===== src/rtl/core_pkg.sv =====
// ============================================================================
// Module      : core_pkg
// Description : Shared types and constants for the operand-A issue path.
// Revision    : 1.0 - initial release
// ============================================================================
`default_nettype none

package core_pkg;

    // Encoding shared with operand_A_select
    typedef enum logic [1:0] {
        OPA_RS1  = 2'b00,
        OPA_PC   = 2'b01,
        OPA_ZERO = 2'b10,
        OPA_PC4  = 2'b11
    } opa_sel_e;

    // Number of operands held by the issue stage
    typedef enum logic [1:0] {
        EMPTY = 2'd0,
        FULL  = 2'd1,
        SKID  = 2'd2
    } skid_state_e;

    localparam int unsigned PC_INC = 4;

endpackage : core_pkg

`default_nettype wire


===== src/rtl/opa_resolve.sv =====
// ============================================================================
// Module      : opa_resolve
// Description : Combinational operand-A select: rs1/forward, PC, zero, PC+4.
// Revision    : 1.0 - initial release
// ============================================================================
`default_nettype none

module opa_resolve
    import core_pkg::*;
#(
    parameter int unsigned XLEN = 32
) (
    input  opa_sel_e          opasel_i,
    input  logic [XLEN-1:0]   rs1_data_i,
    input  logic [XLEN-1:0]   pc_i,
    input  logic              fwd_en_i,
    input  logic [XLEN-1:0]   fwd_data_i,
    output logic [XLEN-1:0]   opa_o
);

    logic [XLEN-1:0] rs1_eff;
    logic [XLEN-1:0] pc_plus_inc;

    assign rs1_eff     = fwd_en_i ? fwd_data_i : rs1_data_i;
    // Wraps at the top of the address space, matching the ISA PC arithmetic
    assign pc_plus_inc = pc_i + XLEN'(PC_INC);

    always_comb begin
        opa_o = '0;
        case (opasel_i)
            OPA_RS1:  opa_o = rs1_eff;
            OPA_PC:   opa_o = pc_i;
            OPA_ZERO: opa_o = '0;
            OPA_PC4:  opa_o = pc_plus_inc;
            default:  opa_o = '0;
        endcase
    end

endmodule : opa_resolve

`default_nettype wire


===== src/rtl/opa_issue_stage.sv =====
// ============================================================================
// Module      : opa_issue_stage
// Description : Resolves operand A and registers it into ID/EX through a
//               two-entry skid buffer with valid/ready handshakes.
// Revision    : 1.0 - initial release
// ============================================================================
`default_nettype none

module opa_issue_stage
    import core_pkg::*;
#(
    parameter int unsigned XLEN = 32
) (
    input  logic              clk_i,
    input  logic              rst_ni,
    input  logic              valid_i,
    output logic              ready_o,
    input  logic [1:0]        opasel_i,
    input  logic [XLEN-1:0]   rs1_data_i,
    input  logic [XLEN-1:0]   pc_i,
    input  logic              fwd_en_i,
    input  logic [XLEN-1:0]   fwd_data_i,
    input  logic              flush_i,
    output logic              valid_o,
    input  logic              ready_i,
    output logic [XLEN-1:0]   opa_o
);

    skid_state_e       state_q, state_d;
    logic [XLEN-1:0]   main_q, main_d;
    logic [XLEN-1:0]   skid_q, skid_d;
    logic [XLEN-1:0]   opa_resolved;
    logic              in_xfer;
    logic              out_xfer;

    opa_resolve #(
        .XLEN       (XLEN)
    ) u_resolve (
        .opasel_i   (opa_sel_e'(opasel_i)),
        .rs1_data_i (rs1_data_i),
        .pc_i       (pc_i),
        .fwd_en_i   (fwd_en_i),
        .fwd_data_i (fwd_data_i),
        .opa_o      (opa_resolved)
    );

    // Handshake outputs decode the state register only, so ready_o never
    // depends combinationally on ready_i.
    assign valid_o  = (state_q != EMPTY);
    assign ready_o  = (state_q != SKID);
    assign opa_o    = main_q;

    assign in_xfer  = valid_i && ready_o;
    assign out_xfer = valid_o && ready_i;

    always_comb begin
        state_d = state_q;
        main_d  = main_q;
        skid_d  = skid_q;

        if (flush_i) begin
            state_d = EMPTY;
        end else begin
            case (state_q)
                EMPTY: begin
                    if (in_xfer) begin
                        main_d  = opa_resolved;
                        state_d = FULL;
                    end
                end
                FULL: begin
                    if (in_xfer && out_xfer) begin
                        main_d  = opa_resolved;
                    end else if (out_xfer) begin
                        state_d = EMPTY;
                    end else if (in_xfer) begin
                        skid_d  = opa_resolved;
                        state_d = SKID;
                    end
                end
                SKID: begin
                    if (out_xfer) begin
                        main_d  = skid_q;
                        state_d = FULL;
                    end
                end
                default: begin
                    state_d = EMPTY;
                end
            endcase
        end
    end

    always_ff @(posedge clk_i or negedge rst_ni) begin
        if (!rst_ni) begin
            state_q <= EMPTY;
            main_q  <= '0;
            skid_q  <= '0;
        end else begin
            state_q <= state_d;
            main_q  <= main_d;
            skid_q  <= skid_d;
        end
    end

endmodule : opa_issue_stage

`default_nettype wire


===== config.mk =====
export PLATFORM = sky130hd
export DESIGN_NAME = opa_issue_stage
export DESIGN_NICKNAME = d
export VERILOG_FILES = /design/src/rtl/core_pkg.sv /design/src/rtl/opa_resolve.sv /design/src/rtl/opa_issue_stage.sv
export SDC_FILE = /design/constraint.sdc
export NUM_CORES = 1
export LEC_CHECK = 0
export CAP_MARGIN = 25
export CORE_AREA = 3 3 96 98
export DETAILED_ROUTE_END_ITERATION = 12
export DIE_AREA = 0 0 99 101
export GPL_TIMING_DRIVEN = 0
export HOLD_SLACK_MARGIN = 0.12
export PLACE_DENSITY = 0.92
export SLEW_MARGIN = 20
export SYNTH_ARGS = -nofsm -noshare
export SYNTH_HDL_FRONTEND = slang
export SYNTH_SLANG_ARGS = --single-unit

===== constraint.sdc =====
create_clock -name clk_i -period 3.3 [get_ports clk_i]
set_input_delay 0.66 -clock clk_i [delete_from_list [all_inputs] [get_ports clk_i]]
set_output_delay 0.66 -clock clk_i [all_outputs]
set_load 0.02 [all_outputs]

After elaboration in Yosys (flattened, before gate mapping). Cells that the tools add are included.

Word-level logic and storage cells: 43. Output and inout port bits: 34. Register bits: 66. Input port bits: 104.

Bitwise logic cells: 3. Reduce and logical (&&, ||, !) cells: 10. $add $sub $neg: 1. Mux-type cells: 13. Equal/unequal tests: 13.

Operator list (number): $mux W32 (4); $pmux W32 S4 (1); $pmux W32 S3 (1); $add A32 B3 Y32 const B (1); $mux W2 (6); $reduce_and A5 Y1 (2); $ne A3 B3 Y1 const B (3); $ne A2 B2 Y1 const B (4); $eq A2 B2 Y1 const B (3); $pmux W2 S3 (1); $eq A2 B1 Y1 const B (2); $logic_not A2 Y1 (2); $ne A4 B4 Y1 const B (1); $reduce_and A4 Y1 (1); $logic_and A1 B1 Y1 (3); $not A1 Y1 (3); $reduce_bool A3 Y1 (1); $reduce_bool A2 Y1 (1).

Logic depth before layout (Yosys ltp). Gate-level depths: netlist of the first run.

Depth in word-level cells: 7. Gate-level depth with buffers: 7. Depth with buffers taken out: 6.

By module. A second synthesis of the first run with hierarchy kept.

Cell total of the unflattened synthesis: 412. Area total of the unflattened synthesis: 4697.0 µm².

By module, submodules not included: opa_issue_stage (area each 3178.0 µm², cells each 188, instances 1); opa_resolve (area each 1519.0 µm², cells each 224, instances 1).

Least setup slack after synthesis of the first run. No wires, ideal clock.

Path type: input-to-reg. Start point: input opasel_i[1]. End point: register main_q[25] (netlist: opa_o[25]). Setup time: 0.162 ns. Stages on the path: 7. Path buffers: 2. Arrival time: 1.912 ns. Slack: 1.226 ns. Cell sequence: buf_4 > and4_1 > buf_2 > nand4_1 > o31a_1 > o21ai_0 > a41oi_1.

Longest elaborated chain between the ends: 4. Elaborated cells between the ends (all ways): 8.

Ends and longest elaborated chain: start: declaration (RTL line opa_issue_stage.sv:18) `input logic [1:0] opasel_i,`; $eq A2 B2 Y1 (tied with other cells) (RTL line opa_resolve.sv:30) `case (opasel_i)`; $pmux W32 S4 * (RTL line opa_resolve.sv:30); $mux W32, on equally long branches (RTL line opa_issue_stage.sv:72, opa_issue_stage.sv:66); $pmux W32 S3 * (RTL line opa_issue_stage.sv:64) `case (state_q)`; end signal: assignment (RTL line opa_issue_stage.sv:101) `main_q <= main_d;`; end: declaration (RTL line opa_issue_stage.sv:30) `logic [XLEN-1:0] main_q, main_d;`.

Every way passes the cells marked *; elsewhere a longest branch is shown, timed or not. The select of a mux whose other input is x is not followed. A chain may end at the register's enable or synchronous reset.

Worst setup path in the final report of the first run.
Start point: register state_q[1]. End point: output ready_o.

Longest elaborated chain between the ends: 1.

Ends and longest elaborated chain: start: declaration (RTL line opa_issue_stage.sv:29) `skid_state_e state_q, state_d;`; start signal: assignment (RTL line opa_issue_stage.sv:100) `state_q <= state_d;`; $ne A2 B2 Y1 (RTL line opa_issue_stage.sv:50) `assign ready_o = (state_q != SKID);`; end: declaration (RTL line opa_issue_stage.sv:17) `output logic ready_o,`.

No other way between the ends.

==> results.md, run 1 <==
* Status: finished clean
* Clk_lat worst skew at 0.35 ns
* Worst Path Max Fanout at 10
* Via density at 6.25
* FF-to-FF path depth at 5
* Final setup vio count at 0
* Synthesized instance count at about 500
* Hold_buf cts at 0
* Cell Rows at 34
* Synth Net Count at ~600
* Netlist Area Pre-Place at 4250 um2
* DRC at 0
* CTS sink cnt at 66
* Num ports at 138
* Mean area per synthesized cell at roughly 8.6 um2
* Pre-Repair DR Iteration Count at 5
* Worst-Margin Slew at ~1.1 ns
* Total track usage at a little under a third
* Critical path, cell by cell: nor2b_1 -> inv_1 -> clkbuf_1 -> clkdlybuf4s50_1
* Vias at 4,734
* # port buffers at about 140
* Max-slew violations at 0
* Kind of critical path: flip-flop to output port
* Yosys warnings at 0
* H-Tree Depth at 3
* Critical path startpoint category: flip-flop
* Ant diodes at 0
* Post-synthesis sequential area ratio at between 30% and 40%
* Setup crit end kind: output port
* Commonest cells after routing, fill and taps aside: clkdlybuf4s50_1 (134), dfrtp_1 (66), nor2_1 (60), nand2_1 (54), a21oi_1 (42)
* Die Y at 101 um
* Max Cap Viol at 0
* Crit path DAT at 2.39 ns
* Global route overflow at 0
* Initial Util at between 40% and 50%
* Layout area overhead at 41.3%
* Fin crit share at 92.4%
* Die width at 99 um
* Vias in the first global route at 4,632
* Setup Buffers After CTS at 0
* CTS tree: built
* LEAKAGE at 2.37 nW
* Max frequency at 328 MHz
* Clk root buf: clkbuf_8
* Remaining antenna violation count at 0
* WP data required at 2.64 ns
* Unique masters post-synth at between 50 and 60
* Layout Nets at 750
* Routability cong. at approximately 0.95
* #FFs+latches synth at 66
* Post-cts resize count at 0
* Final core occ at between 70% and 80%
* HPWL after DPL at 11.4 mm
* Worst slew margin at 29.8%
* 1st-iter DRT viols at 328
* Clock skew at 0.00649 ns
* Async S/R FF share, synth at 100%
* Hold WC Path Type: primary input to asynchronous set/reset pin
* RSZ-0062 raised after global routing: no
* Core region area at approximately 8600 um2
* Post-synth EDFFs at 0
* Initial antenna violation count at 0
* Worst vdd ir at 0.000275 V
* Worst path slowest cell: clkdlybuf4s50_1
* Cells after DPL at 741
* Share of cells above drive strength 1 at 8.62%
* Total Wirelength at roughly 15 mm
* Hold Vio Cnt, Final at 0
* Max Buffers Root-to-Sink at 2
* Top FF cell, synth: dfrtp_1
* Finished Layout Cells at 758
* Fin crit period at 3.05 ns
* Commonest non-fill, non-tap cell in the layout: clkdlybuf4s50_1
* First-pass GRT wire length at 23.9 mm
* CTS buffer count at 9
* Per-cell routed wire length at around 20 um
* Clock slew at reported path FFs at approximately 0.08 ns
* P per Cell Area at ~480 nW/um2
* CP peak stage delay at between 0.7 and 0.8 ns
* Largest net degree at the start of global routing at 51
* Die area at around 10000 um2
final cells by class:
cell class | instances | area [um2]
fillers | 658 | 2540
clock inverters | 7 | 118
plain buffers | 34 | 148
clock buffers | 9 | 124
multi-input cells | 392 | 2430
well taps | 108 | 135
inverters | 5 | 18.8
repair buffers | 137 | 1380
flip-flops and latches | 66 | 1650
metal layers:
layer	global-route usage [%]	routed length (um)	vias to the layer above
li1	-	-	2128
met1	38.1	5940	2250
met4	10.6	384	0
met3	7.13	1520	39
met5	0	0	-
met2	51.5	7510	317
cells in the mapped netlist (5+ instances only):
cell type	number	area [um2]
o211ai_1	13	97.6
and4_1	5	43.8
o311ai_0	6	52.6
nor2_1	60	225
nand2b_1	9	56.3
o21ai_0	25	125
clkbuf_1	21	78.8
nand4_1	7	43.8
a31oi_1	10	62.6
mux2i_1	30	300
buf_2	10	50.1
a21oi_1	42	210
inv_1	5	18.8
xnor2_1	7	61.3
a41oi_1	7	61.3
nand2_1	54	203
mux2_2	15	169
nor4_1	11	68.8
dfrtp_1	66	1650
nor3_1	8	40.0
nand3_1	24	120
worst paths after layout:
path	start	endpoint	slack [ns]
setup / recovery	state_q[1]	ready_o	0.25
hold / removal	rst_ni	state_q[0]	0.18
setup reg to reg	state_q[1]	opa_o[2]	0.85
hold reg to reg	opa_o[0]	opa_o[0]	0.48
max in group asynchronous	rst_ni	opa_o[31]	2.59
min in group clk_i	opa_o[0]	opa_o[0]	0.48
through the flow:
stage / hold WS (ns) / cell area [um2] / setup slack [ns] / setup TNS, ns / total power [W]
2_1_floorplan: 0.364 / 4250 / 1.23 / 0 / 0.00155
3_3_place_gp: 0.462 / 5740 / -0.479 / -31.17 / 0.00196
3_5_place_dp: 0.472 / 5760 / 0.172 / 0 / 0.00201
4_1_cts: 0.180 / 6000 / 0.302 / 0 / 0.00285
5_1_grt: 0.182 / 6010 / 0.214 / 0 / 0.00298
6_report: 0.178 / 6010 / 0.250 / 0 / 0.00287
power breakdown:
group          leakage, nW  total, W  switching (W)  internal [W]
registers            0.794   0.00112       0.000116       0.00101
clock network        0.123  0.000853       0.000351      0.000502
logic                 1.46  0.000889       0.000453      0.000436
total                 2.37   0.00287       0.000920       0.00195
sequential cells by signal, summed over array words and instances (netlist names):
signal and count:
opa_o 32, skid_q 32, state_q 2
critical path: cells and delay by family, from the launching register on:
kind          cells  cell delay (ns)
buf+inv           3             1.46
flops             1             0.43
simple gates      1             0.16
kinds of logic after synthesis:
family / share of synthesized area, %
AOI/OAI and AO/OA: 19.1
and+or+nand+nor: 24.5
adders and majority gates: 0.294
DFF: 38.8
muxes: 11.0
xor gates and xnor gates: 2.27
buffers and inverters: 3.91
No activity file was read; power rests on OpenSTA's default activity.
==> inputs of run 2 (changes only) <==
--- a/config.mk
+++ b/config.mk
@@ -6,12 +6,12 @@
 export NUM_CORES = 1
 export LEC_CHECK = 0
 export CAP_MARGIN = 25
-export CORE_AREA = 3 3 96 98
+export CORE_AREA = 3 3 100 102
 export DETAILED_ROUTE_END_ITERATION = 12
-export DIE_AREA = 0 0 99 101
+export DIE_AREA = 0 0 103 105
 export GPL_TIMING_DRIVEN = 0
 export HOLD_SLACK_MARGIN = 0.12
-export PLACE_DENSITY = 0.92
+export PLACE_DENSITY = 0.86
 export SLEW_MARGIN = 20
 export SYNTH_ARGS = -nofsm -noshare
 export SYNTH_HDL_FRONTEND = slang
==> constraint.sdc (replaced) <==
create_clock -name clk_i -period 3.5 [get_ports clk_i]
set_input_delay 0.7 -clock clk_i [delete_from_list [all_inputs] [get_ports clk_i]]
set_output_delay 0.7 -clock clk_i [all_outputs]
set_load 0.02 [all_outputs]
==> results.md, run 2 (same netlist as run 1, synthesis figures left out) <==
* Critical path, cell by cell: nor2b_1 -> inv_1 -> clkbuf_1 -> clkdlybuf4s50_1 (unchanged)
* # port buffers at 135 (unchanged)
* Routability cong. at 0.984 (was 0.950)
* LEAKAGE at 2.36 nW (was 2.37 nW)
* WP depth at 4 (unchanged)
* Pre-Repair DR Iteration Count at 5 (unchanged)
* Num ports at 138 (unchanged)
* Clock slew at reported path FFs at 0.08 ns (about the same)
* HPWL after DPL at 11.5 mm (was 11.4 mm)
* Total Wirelength at 15.2 mm (was 15.3 mm)
* Post-cts resize count at 0 (unchanged)
* Clock skew at 0.00424 ns (was 0.00649 ns)
* H-Tree Depth at 3 (unchanged)
* FILL cells at 765 (was 658)
* Share of cells above drive strength 1 at 8.62% (unchanged)
* Initial antenna violation count at 0 (unchanged)
* 1st-iter DRT viols at 380 (was 328)
* Fin crit period at roughly 3 ns
* GR peak layer: met2 (unchanged)
* Die area at 10,800 um2 (was 10000 um2)
* Layout area overhead at 41.0% (was 41.3%)
* Power share of the combinational group at 31.7% (was 31.0%)
* Commonest cells after routing, fill and taps aside: clkdlybuf4s50_1 (134), dfrtp_1 (66), nor2_1 (60), nand2_1 (54), a21oi_1 (42) (unchanged)
* Total track usage at 27.6% (was 30.4%)
* R2R Setup Slk at 1.26 ns (was 0.85 ns)
* Final core occ at 65.2% (was 70.3%)
* CP Launch Point: state_q[1] (unchanged)
* Reg-to-Reg Start: state_q[1] (unchanged)
* Met2 Usage GRT at 43.7% (was 51.5%)
* DRC at 0 (unchanged)
* CTS buffer count at 9 (unchanged)
* Vias at 4,705 (was 4,734)
* FF-to-FF path depth at 6 (was 5)
* Largest net degree at the start of global routing at 44 (was 51)
* Core region area at 9200 um2 (was 8550 um2)
* Worst path bufs/invs at 3 (unchanged)
* Final worst setup slack at 0.426 ns (was 0.250 ns)
* Initial Util at 46.2% (was 49.7%)
* Setup Buffers After CTS at 0 (unchanged)
* Hold_buf cts at 0 (unchanged)
* Top cell family by delay on the critical path: buffers and inverters (unchanged)
* Hold Vio Cnt, Final at 0 (unchanged)
* Global route overflow at 0 (unchanged)
* Max Buffers Root-to-Sink at 2 (unchanged)
* Via density at 6.18 (was 6.25)
* Worst vdd ir at 0.000273 V (was 0.000275 V)
* Hold WC Path Type: primary input to asynchronous set/reset pin (unchanged)
* CTS tree: built (unchanged)
* TNS Setup at 0 ns (unchanged)
* WP data required at 2.80 ns (was 2.64 ns)
* Critical Path End: ready_o (unchanged)
* Per-cell routed wire length at 19.9 um (was 20.2 um)
* Worst path slowest cell: clkdlybuf4s50_1 (unchanged)
* Worst r2r dst: opa_o[31] (was opa_o[2])
* Die width at 103 um (was 99 um)
* Remaining antenna violation count at 0 (unchanged)
* Critical path startpoint category: flip-flop (unchanged)
* Layout Nets at 750 (unchanged)
* P per Cell Area at 440 nW/um2 (was 477 nW/um2)
* Design Area, Final at 5990 um2 (was 6010 um2)
* Fin crit share at 87.8%
* Internal power at 0.00178 W (was 0.00195 W)
* Max Cap Viol at 0 (unchanged)
* Vias in the first global route at 4,625 (was 4,632)
* RSZ-0062 raised after global routing: no (unchanged)
* WHS at 0.257 ns (was 0.178 ns)
* Kind of critical path: flip-flop to output port (unchanged)
* Cell Rows at 35 (was 34)
* Clock power share at 28.5% (was 29.8%)
* CTS sink cnt at 66 (unchanged)
* Worst Path Max Fanout at 10 (unchanged)
* Clk_lat worst skew at 0.34 ns (was 0.35 ns)
* Die Y at 105 um (was 101 um)
* Sw Ratio at 32.5% (was 32.1%)
* Commonest non-fill, non-tap cell in the layout: clkdlybuf4s50_1 (unchanged)
* M1 GR Usage at 36.7% (was 38.1%)
* Worst-Margin Slew at 0.862 ns (was 1.05 ns)
* Crit path DAT at 2.37 ns (was 2.39 ns)
* First-pass GRT wire length at 23.2 mm (was 23.9 mm)
* Ant diodes at 0 (unchanged)
* Max-slew violations at 0 (unchanged)
* Flop pwr share at 39.9% (was 39.2%)
* Worst slew margin at 42.1% (was 29.8%)
* Max frequency at 325 MHz
* Clk root buf: clkbuf_8 (unchanged)
* Setup crit end kind: output port (unchanged)
* M3 GR Usage at 5.61% (was 7.13%)
* Placed Area at 5760 um2 (about the same)
* Final setup vio count at 0 (unchanged)
* CP peak stage delay at 0.71 ns (about the same)
* Status: finished clean (unchanged)
* Sw power at 0.000857 W (was 0.000920 W)
* Pre-CTS setup slack at 0.304 ns (was 0.172 ns)
-- run 2: worst min path at each step --
| stage | start | to | slack, ns | depth (start not counted) |
|---|---|---|---|---|
| 6_report | rst_ni | opa_o[7] | 0.26 | 1 |
| 5_1_grt | rst_ni | opa_o[7] | 0.27 | 1 |
| 4_1_cts | rst_ni | skid_q[8] | 0.26 | 1 |
| 3_5_place_dp | opa_o[6] | opa_o[6] | 0.47 | 1 |
| 3_3_place_gp | opa_o[0] | opa_o[0] | 0.46 | 2 |
| 2_1_floorplan | rst_ni | opa_o[0] | 0.40 | 0 |
-- run 2: per-layer routing --
layer	part of all wire [%]	routed length (um)
met1	39	5950
met2	48	7320
met3	9.7	1480
met4	2.9	436
met5	0	0
-- run 2: area by class of cell --
class	count	area [um2]	share of cell area, %
clock inverters	6	90.1	1.50
multi-input cells	392	2430	40.6
inverters	5	18.8	0.313
clock buffers	10	138	2.30
well taps	111	139	2.32
plain buffers	34	148	2.46
repair buffers	137	1380	23.0
flip-flops and latches	66	1650	27.6
-- run 2: stage by stage --
stage	total power (W)	std cells
finish	0.00264	761
global route	0.00275	761
global placement	0.00185	743
CTS	0.00263	760
floorplan	0.00146	497
detailed placement	0.00189	744
-- run 2: power by group through the flow --
stage,registers [W],logic [W],clock network (W)
3_5_place_dp,0.00106,0.000824,0
4_1_cts,0.00105,0.000830,0.000747
3_3_place_gp,0.00105,0.000800,0
6_report,0.00105,0.000836,0.000751
5_1_grt,0.00107,0.000897,0.000783
2_1_floorplan,0.00114,0.000329,0
-- run 2: worst reg2reg max path, stage by stage, from the launching register on --
cell      delay, ns
dfrtp_1        0.42
nor2b_1        0.19
buf_2          0.27
buf_1          0.47
clkbuf_1       0.48
nand3_1        0.16
o211ai_1       0.14
==> inputs of run 3 (changes only) <==
--- a/config.mk
+++ b/config.mk
@@ -6,13 +6,14 @@
 export NUM_CORES = 1
 export LEC_CHECK = 0
 export CAP_MARGIN = 25
-export CORE_AREA = 3 3 100 102
+export CORE_AREA = 3 3 103 105
 export DETAILED_ROUTE_END_ITERATION = 12
-export DIE_AREA = 0 0 103 105
+export DIE_AREA = 0 0 106 108
 export GPL_TIMING_DRIVEN = 0
 export HOLD_SLACK_MARGIN = 0.12
-export PLACE_DENSITY = 0.86
+export PLACE_DENSITY = 0.87
 export SLEW_MARGIN = 20
 export SYNTH_ARGS = -nofsm -noshare
 export SYNTH_HDL_FRONTEND = slang
+export SYNTH_HIERARCHICAL = 1
 export SYNTH_SLANG_ARGS = --single-unit
==> results.md, run 3 <==
* Netlist Area Pre-Place at 4700 um2 (was 4250 um2)
* Async S/R FF share, synth at 100% (unchanged)
* Vias in the first global route at 4,088 (was 4,625)
* Top FF cell, synth: dfrtp_1 (unchanged)
* Worst vdd ir at 0.000256 V (was 0.000273 V)
* Clock slew at reported path FFs at 0.07 ns (was 0.08 ns)
* Synth cell count leaders: dfrtp_1 (66), mux2_4 (56), mux2i_1 (32), mux2_2 (27), nand2_1 (24) (was dfrtp_1 (66), nor2_1 (60), nand2_1 (54), a21oi_1 (42), mux2i_1 (30))
* P per Cell Area at 413 nW/um2 (was 440 nW/um2)
* Hold WC Path Type: primary input to asynchronous set/reset pin (unchanged)
* Area contributors post-synth: dfrtp_1 (35%), mux2_4 (18%), mux2i_1 (6.8%) (was dfrtp_1 (39%), mux2i_1 (7.1%), nor2_1 (5.3%))
* Unique masters post-synth at 52 (was 55)
* Hold_buf cts at 0 (unchanged)
* Status: finished clean (unchanged)
* Synth Net Count at 518 (was 602)
* Ant diodes at 0 (unchanged)
* Die width at 106 um (was 103 um)
* Remaining antenna violation count at 0 (unchanged)
* Total Wirelength at 13.2 mm (was 15.2 mm)
* Worst r2r dst: skid_q[18] (was opa_o[31])
* DRC at 0 (unchanged)
* Crit-path most repeated cell: mux2_4
* RSZ-0062 raised after global routing: no (unchanged)
* Pwr Total at 0.00266 W (was 0.00264 W)
* Worst path slowest cell: or4_1 (was clkdlybuf4s50_1)
* Post-cts resize count at 0 (unchanged)
* Num ports at 138 (unchanged)
* Final setup vio count at 0 (unchanged)
* Max frequency at 302 MHz (was 325 MHz)
* Per-cell routed wire length at 19.1 um (was 19.9 um)
* Share of cells above drive strength 1 at 22.4% (was 8.62%)
* Die Y at 108 um (was 105 um)
* LEAKAGE at 2.68 nW (was 2.36 nW)
* Worst Path Max Fanout at 7 (was 10)
* Largest net degree at the start of global routing at 52 (was 44)
* WP data required at 3.72 ns (was 2.80 ns)
* Synth area leader: dfrtp_1 (unchanged)
* Kind of critical path: primary input to flip-flop (was flip-flop to output port)
* Die area at 11,400 um2 (was 10,800 um2)
* Top cell family by delay on the critical path: simple AND/OR/NAND/NOR gates (was buffers and inverters)
* Critical path, cell by cell: clkdlybuf4s50_1 -> ha_1 -> inv_1 -> nor3_1 -> a21oi_1 -> or4_1 -> mux2_4 -> mux2_4 (was nor2b_1 -> inv_1 -> clkbuf_1 -> clkdlybuf4s50_1)
* Post-synthesis sequential area ratio at 35.2% (was 38.8%)
* Fin crit period at 3.31 ns (was 3.07 ns)
* FF-to-FF path depth at 4 (was 6)
* First-pass GRT wire length at 21.0 mm (was 23.2 mm)
* Clk root buf: clkbuf_8 (unchanged)
* CTS buffer count at 9 (unchanged)
* Layout Nets at 663 (was 750)
* CP peak stage delay at 0.58 ns (was 0.71 ns)
* Cells after DPL at 679 (was 744)
* Fin crit share at 94.6% (was 87.8%)
* Max Buffers Root-to-Sink at 2 (unchanged)
* Pre-Repair DR Iteration Count at 4 (was 5)
* Hold Vio Cnt, Final at 0 (unchanged)
* Cell Rows at 36 (was 35)
* R2R Setup Slk at 1.74 ns (was 1.26 ns)
* Top cell type's share of synthesized area at 35.2% (was 38.8%)
* Post-synth EDFFs at 0 (unchanged)
* Worst slew margin at 45.5% (was 42.1%)
* Total track usage at 23.3% (was 27.6%)
* Reg-to-Reg Start: state_q[1] (unchanged)
* Global route overflow at 0 (unchanged)
* # port buffers at 133 (was 135)
* Clock skew at 0.00838 ns (was 0.00424 ns)
* CTS tree: built (unchanged)
* CTS sink cnt at 66 (unchanged)
* Max-slew violations at 0 (unchanged)
* H-Tree Depth at 3 (unchanged)
* Worst path bufs/invs at 2 (was 3)
* HPWL after DPL at 10.6 mm (was 11.5 mm)
* TNS Setup at 0 ns (unchanged)
* Finished Layout Cells at 695 (was 761)
* Core region area at 9730 um2 (was 9200 um2)
* #FFs+latches synth at 66 (unchanged)
* Crit path DAT at 3.53 ns (was 2.37 ns)
* Commonest cells after routing, fill and taps aside: clkdlybuf4s50_1 (132), dfrtp_1 (66), mux2_4 (56), mux2i_1 (32), mux2_2 (27) (was clkdlybuf4s50_1 (134), dfrtp_1 (66), nor2_1 (60), nand2_1 (54), a21oi_1 (42))
* CP Launch Point: pc_i[2] (was state_q[1])
* Vias at 3,906 (was 4,705)
* 1st-iter DRT viols at 178 (was 380)
* Initial antenna violation count at 0 (unchanged)
* Synthesized instance count at 412 (was 497)
* Critical path startpoint category: primary input (was flip-flop)
* Clk_lat worst skew at 0.33 ns (was 0.34 ns)
* Max Cap Viol at 0 (unchanged)
* Initial Util at 48.3% (was 46.2%)
* Setup crit end kind: flip-flop (was output port)
* Worst-Margin Slew at 0.818 ns (was 0.862 ns)
* Count leader, synth: dfrtp_1 (unchanged)
* Yosys warnings at 6 (was 0)
* Via density at 5.62 (was 6.18)
* Commonest non-fill, non-tap cell in the layout: clkdlybuf4s50_1 (unchanged)
* Layout area overhead at 37.1% (was 41.0%)
* Routability cong. at 0.953 (was 0.984)
* Mean area per synthesized cell at 11.4 um2 (was 8.55 um2)
* Setup Buffers After CTS at 0 (unchanged)
run 3: cell types whose count changed after synthesis, sizes merged, moves of 6 or more:
cell     before  now
a41oi         7    0
nand2        54   24
a31oi        10    4
nand3        24    5
nor4         12    3
nor2         60   11
o21ai        26   11
a21oi        42    7
mux2         15   97
o2bb2ai       0    8
run 3: cell families after synthesis:
logic type                 Yosys count  synth area share (%)
muxes                              129                  34.5
and+or+nand+nor                    107                  13.6
DFF                                 66                  35.2
AOI/OAI and AO/OA                   62                  9.72
buffers and inverters               36                  4.61
xor gates and xnor gates            10                  1.86
adders and majority gates            2                 0.533
run 3: where the power goes:
group | internal, W | switching [W]
Sequential | 0.000951 | 0.000107
Clock | 0.000399 | 0.000295
Combinational | 0.000530 | 0.000378
run 3: per-layer routing:
metal / wire (um) / global-route usage, % / share of wire [%] / vias up
li1: - / - / - / 1847
met1: 5700 / 29.9 / 43 / 1913
met2: 6680 / 41.5 / 50 / 133
met3: 660 / 2.99 / 5.0 / 13
met4: 201 / 6.85 / 1.5 / 0
met5: 0 / 0 / 0 / -
run 3: final cells by class:
| class | count | area [um2] |
|---|---|---|
| fillers | 764 | 3290 |
| flip-flops and latches | 66 | 1650 |
| multi-input cells | 310 | 2830 |
| repair buffers | 134 | 1360 |
| well taps | 133 | 166 |
| clock buffers | 9 | 124 |
| clock inverters | 7 | 93.8 |
| inverters | 3 | 11.3 |
| plain buffers | 33 | 205 |
run 3: worst max-delay path by stage:
stage                       to  slack, ns  depth (start not counted)
floorplan            opa_o[19]       0.91                          8
global placement    skid_q[13]      -0.28                          1
detailed placement   opa_o[30]      -0.14                          8
CTS                  opa_o[30]       0.21                          8
global route         opa_o[30]       0.04                          8
finish               opa_o[30]       0.19                          8
run 3: worst reg2reg max path: cells and delay by family (launching register included):
kind          cells  cell delay, ns
mux               1            0.36
flops             1            0.44
simple gates      2            0.58
buf+inv           1            0.27
run 3: per-stage QoR:
| step | hold WS [ns] | area [um2] | setup slack (ns) | util, % |
|---|---|---|---|---|
| 6_report | 0.219 | 6440 | 0.189 | 66.2 |
| 5_1_grt | 0.226 | 6440 | 0.0389 | 66.2 |
| 4_1_cts | 0.217 | 6440 | 0.206 | 66.2 |
| 3_5_place_dp | 0.474 | 6220 | -0.144 | 63.9 |
| 3_3_place_gp | 0.461 | 6190 | -0.285 | 63.7 |
| 2_1_floorplan | 0.404 | 4700 | 0.906 | - |
